`src/rtl/bht_predictor_pkg.sv`:
```
// bht_predictor_pkg: shared constants for the branch history table
package bht_predictor_pkg;
    typedef enum logic [1:0] {BHT_SNT = 2'b00, BHT_WNT = 2'b01, BHT_WT = 2'b10, BHT_ST = 2'b11} bht_cnt_e;
    localparam int BHT_IDX_W = 7;
endpackage

```
`src/rtl/bht_predictor_sat_cnt2.sv`:
```
// bht_sat_cnt2: 2-bit saturating counter next state (cnt_i, taken_i -> cnt_o)
module bht_sat_cnt2
    import bht_predictor_pkg::*;
(
    input  logic [1:0] cnt_i,
    input  logic       taken_i,
    output logic [1:0] cnt_o
);
    always_comb begin
        cnt_o = taken_i ? (cnt_i == BHT_ST  ? cnt_i : cnt_i + 2'd1)
                        : (cnt_i == BHT_SNT ? cnt_i : cnt_i - 2'd1);
    end
endmodule

```
`src/rtl/bht_predictor.sv`:
```
// bht_predictor: 2-bit counter BHT, combinational prediction for IF, staged update from EX
// Ports: clk/rst (sync, active-high), rdy freezes state; if_pc_i -> pred_taken_o;
//        p_we_i/p_addr_i/p_res_taken_i/ex_stall_i update request from EX.
// Option: BHT_BYPASS_EN forwards the staged update into the prediction.
module bht_predictor
    import bht_predictor_pkg::*;
#(
    parameter int         IDX_W    = BHT_IDX_W,
    parameter logic [1:0] CNT_INIT = BHT_WNT
) (
    input  logic        clk,
    input  logic        rst,
    input  logic        rdy,
    input  logic [31:0] if_pc_i,
    output logic        pred_taken_o,
    input  logic        p_we_i,
    input  logic [31:0] p_addr_i,
    input  logic        p_res_taken_i,
    input  logic        ex_stall_i
);
    logic [1:0]       cnt [2**IDX_W];
    logic             stg_v;
    logic [IDX_W-1:0] stg_idx;
    logic             stg_tk;
    logic [1:0]       upd;
    logic [IDX_W-1:0] q_idx;

    assign q_idx = if_pc_i[IDX_W+1:2];

    bht_sat_cnt2 u_sat (
        .cnt_i  (cnt[stg_idx]),
        .taken_i(stg_tk),
        .cnt_o  (upd)
    );

    always_ff @(posedge clk) begin
        if (rst) begin
            for (int i = 0; i < 2**IDX_W; i++) cnt[i] <= CNT_INIT;
            stg_v <= 1'b0;
        end else if (rdy) begin
            stg_v   <= p_we_i & ~ex_stall_i;
            stg_idx <= p_addr_i[IDX_W+1:2];
            stg_tk  <= p_res_taken_i;
            if (stg_v) cnt[stg_idx] <= upd;
        end
    end

`ifdef BHT_BYPASS_EN
    always_comb begin
        pred_taken_o = (rst || !rdy) ? 1'b0 : (stg_v && stg_idx == q_idx) ? upd[1] : cnt[q_idx][1];
    end
`else
    always_comb begin
        pred_taken_o = (rst || !rdy) ? 1'b0 : cnt[q_idx][1];
    end
`endif
endmodule

```
`config.mk`:
```
export PLATFORM = sky130hd
export DESIGN_NAME = bht_predictor
export DESIGN_NICKNAME = d
export VERILOG_FILES = /design/src/rtl/bht_predictor_pkg.sv /design/src/rtl/bht_predictor_sat_cnt2.sv /design/src/rtl/bht_predictor.sv
export SDC_FILE = /design/constraint.sdc
export NUM_CORES = 1
export LEC_CHECK = 0
export CAP_MARGIN = 20
export CORE_MARGIN = 3
export CORE_UTILIZATION = 55
export DETAILED_ROUTE_END_ITERATION = 12
export GPL_TIMING_DRIVEN = 1
export PLACE_DENSITY_LB_ADDON = 0.1
export SYNTH_ARGS = -nofsm -noshare
export SYNTH_HDL_FRONTEND = slang
export SYNTH_SLANG_ARGS = --single-unit
```
`constraint.sdc`:
```
create_clock -name clk -period 4.7 [get_ports clk]
set_clock_uncertainty 0.1 [all_clocks]
set_input_delay 0.705 -clock clk [delete_from_list [all_inputs] [get_ports clk]]
set_output_delay 0.705 -clock clk [all_outputs]
set_load 0.02 [all_outputs]
```
* Word level (Yosys, flattened, before mapping) *
Memories as Yosys holds them, arrays and structs flattened. A register that Yosys moved wholly into a read port is not among the register bits.
Cells that the tools add are included.

operators by class
  add/sub/neg operators = 2
  equal/unequal tests = 1
  multiplexer cells = 14
  bitwise logic cells = 3
  reduce and logical (&&, ||, !) cells = 5

operator list
  kind                 number
  $mux 7               2
  $mux 1               8
  $mux 2               4
  $add 2x1->2 const B  1
  $eq 2x2->1 const B   1
  $logic_not 2->1      1
  $not 1->1            2
  $reduce_and 2->1     1
  $reduce_or 2->1      1
  $sub 2x1->2 const B  1
  $and 1x1->1          1
  $logic_not 1->1      1
  $logic_or 1x1->1     1

word-level totals
  register bits after elaboration = 9
  bits in writable memories = 256
  output and inout bits = 1
  memories kept = 1

memory list
  name  depth  width  rd ports  clocked after memory_dff  wr ports  RTL line             source
  cnt   128    2      2         1                         128       bht_predictor.sv:21  logic [1:0] cnt [2**IDX_W];

* Longest topological paths before layout *
  depth after elaboration = 6
  gate-level depth with buffers = 14

* Cells and area by module *
Synthesis repeated with hierarchy kept, for this count alone.

second synthesis, totals
  cells, all modules = 1,102
  area total of the unflattened synthesis = 14,108.5 µm²

modules (own cells, without submodules)
  module         times used  cells each  area each (µm²)
  bht_predictor  1           1,099       14,082.3
  bht_sat_cnt2   1           3           26.3

* Least setup slack after synthesis *
Ideal clock, no wire load.

  path type = input port to output port
  start point = input if_pc_i[2]
  end point = output pred_taken_o
  arrival = 3,179 ps
  required time = 3,895 ps
  setup slack = 716 ps
  stages on the path = 7
  path buffers = 2
  cell sequence = clkbuf_1 buf_1 mux4_2 mux4_2 mux4_2 mux2i_1 nor2_1

on the way
  longest elaborated chain between the ends = 2

RTL lines
  what           RTL line             source
  from (decl)    bht_predictor.sv:14  input logic [31:0] if_pc_i,
  $mem_v2 128x2  --
  $mux 1         bht_predictor.sv:54  pred_taken_o = (rst || !rdy) ? 1'b0 : cnt[q_idx][1];
  to (decl)      bht_predictor.sv:15  output logic pred_taken_o,

No other way between the ends.

* Worst setup path after layout *
Same ends and word-level chain as after synthesis.

==> impl_metrics.py <==
metrics = {
    "worst_setup_path": {
        "end_kind": "output pin",
        "critPathMaxFanout": 32,
        "r2r_slack_ns": 0.68,
        "critPathKind": "primary input to output pin",
        "worst_ep_required_time_ns": 3.89,
        "crit_path_start_kind": "primary input",
        "cp.arrival_ns": 3.50,
    },
    "pwr": {
        "p_per_area_nw_per_um2": 360.8,
        "leakage_nw": 5.108,
        "peakVddDrop_v": 0.0002734,
    },
    "routing": {
        "antenna_left": 0,
        "first_pass_iters": 5,
        "vias": 9753,
        "drt_iter0_markers": 1208,
        "wirelength_microns": 38870,
        "drcViolationCount": 0,
        "routedWlPerCell_microns": 27.59,
        "viasPerCell": 6.922,
    },
    "placement": {
        "hpwl_microns": 24210,
        "dp_cells": 1353,
        "place_congestion": 0.8516,
        "port_buffers": 20,
    },
    "global_routing": {
        "grt_antenna_before_repair": 0,
        "grt_pass1_vias": 9848,
        "overflow": 0,
        "grt_max_degree": 72,
        "grt-busiest-layer": "met2",
        "track_usage_pct": 27.68,
        "use_met1_pct": 36.44,
        "met2_usage_pct": 47.01,
        "grtUsageMet3_pct": 4.156,
        "grt_pass1_wl_microns": 59790,
    },
    "timing": {
        "rsz0062_at_grt": "false",
        "slew_headroom_pct": 25.80,
        "max_freq_ghz": 0.2322,
        "hold_viol": 0,
        "setup_viol": 0,
        "fin_crit_sh_pct": 91.62,
        "period_needed_ns": 4.306,
        "setup_tns_ns": 0,
        "maxSlewViolCount": 0,
        "worst_pin_slew_ns": 1.113,
    },
    "floorplanning": {
        "die_w_microns": 168.1,
        "rows": 58,
        "core-area_sq_um": 25470,
        "fp.dieArea_sq_um": 28250,
        "ioPinCount": 71,
        "initial_core_util_pct": 56.73,
        "die_h_microns": 168.1,
    },
    "logic_synthesis": {
        "ys_seq_area_share_pct": 55.97,
        "ys_types": 31,
        "synth.net_count": 1164,
        "yosys-top-cells-area": "edfxtp_1 55%, mux4_2 15%, a21o_1 5.8%",
        "synthArstFlopShare_pct": 0,
        "synth_warnings": 0,
        "synth_area_per_cell_sq_um": 13.21,
        "yosysTopAreaCell": "edfxtp_1",
        "synth_flop_cell": "edfxtp_1",
        "synthCells": 1094,
        "synth_area_sq_um": 14450,
        "yosysTopAreaCellShare_pct": 54.86,
        "ys_seq_elements": 272,
        "synth-edff-count": 264,
    },
    "cts": {
        "htreeDepth": 1,
        "clock_latency_ns": 0.55,
        "cts.path.max_buffers": 3,
        "clockRootBuffer": "clkbuf_16",
        "post_cts_resized": 0,
        "clkTransAtPathRegs_ns": 0.06,
        "cts_setup_buffers": 0,
        "cts_buffers": 29,
        "ctsHoldBuffers": 0,
        "cts_tree": "done",
        "clock-sinks": 272,
    },
    "worst_hold_path": {
        "min-delay-path-class": "flop to flop",
    },
    "layout": {
        "finalNonFillerCells": 1409,
        "n_antenna_cell": 0,
        "syn_to_final_growth_pct": 9.378,
        "drive_above_1_share_pct": 19.46,
        "finalCoreUtilization_pct": 62.05,
        "layout.nets": 1127,
    },
    "run_status": {
        "status": "completed",
    },
    "run": {
        "maxCapViolations": 0,
    },
}
## registers in the layout, summed over array words and instances, names as in the netlist, named ones only
| register | cells |
|---|---|
| stg_idx | 7 |
| stg_v | 1 |
| cnt | 256 |
| stg_tk | 1 |
## synth_stat cells (9+ instances only)
cell        n
a21oi_1     9
mux2i_1    33
nand2b_1   27
nor3_1    113
edfxtp_1  264
buf_2      22
nor4_1     23
buf_1      12
buf_6      15
a21o_1    112
nand3_1   134
nand2_1    50
nor2_1     31
a22oi_1    16
clkbuf_1   83
mux4_2     98
## per-layer routing
| metal | up-vias | wire length, microns |
|---|---|---|
| met3 | 97 | 3017 |
| met5 | - | 0 |
| li1 | 4218 | - |
| met4 | 0 | 1403 |
| met1 | 4969 | 14670 |
| met2 | 469 | 19790 |
## path summary, 6_finish.rpt
check | cells past startpoint | to | startpoint
max reg2reg | 9 | cnt[51][0] | flop
min | 2 | stg_v | stg_v
max | 8 | pred_taken_o | if_pc_i[2]
min reg2reg | 2 | stg_v | stg_v
## cell type report
cell class	count	area, sq um
inverters	2	7.507
flip-flops and latches	272	8094
clock buffers	45	825.8
repair buffers	70	688.2
multi-input cells	682	5717
clock inverters	8	60.06
fillers	1963	9667
well taps	330	412.9
## stage by stage
stage	instance area (sq um)	hold slack (ns)	setup slack (ns)	total power, mW
after floorplan	14450	0.3719	0.7162	3.358
after global placement	14880	0.3998	0.4017	3.563
after detailed placement	14880	0.4134	0.4099	3.572
after CTS	15770	0.4218	0.4133	5.711
after global routing	15810	0.4317	0.2946	5.878
final	15810	0.4246	0.3939	5.702
## cells by family after synthesis
kind of cell / count (synthesis) / synth area share (%)
AO/OA/AOI/OAI: 145 / 7.308
AND/OR/NAND/NOR: 396 / 13.63
adder cells (fa/ha/maj): 2 / 0.1472
multiplexers: 139 / 18.18
flip-flops: 272 / 55.97
buffers and inverters: 140 / 4.762
## critical path, stage by stage
cell and delay, ns:
buf_2 0.10, buf_12 0.29, mux4_2 0.56, mux4_2 0.54, mux4_2 0.50, mux2i_1 0.15, nor2_1 0.08, clkdlybuf4s50_1 0.54
## where the power goes
part / internal [mW] / total (mW) / switching [mW]
Combinational: 0.295 / 0.754 / 0.459
Sequential: 2.70 / 2.77 / 0.0692
Clock: 1.25 / 2.18 / 0.924
## cells in the final DEF (no fill, tap or decap), drive strengths merged
master         Yosys  routed
nand3            134     134
or2                2       2
bufinv             0       1
or3                3       3
mux2               8       8
clkinv             1       8
o22ai              8       8
or4                2       2
a21oi              9       9
clkdlybuf4s50      0      17
nand2             50      50
nor4              23      23
mux2i             33      33
nand4              1       1
buf               55      51
and2               3       3
inv                1       1
edfxtp           264     264
dfxtp              8       8
nor2              31      31
a22oi             16      16
clkbuf            83      47
nor3             113     113
a21o             112     112
nand2b            27      27
mux4              98      98
nand3b             1       1
maj3               2       2
nor2b              6       6
No activity file was read; power rests on OpenSTA's default activity.
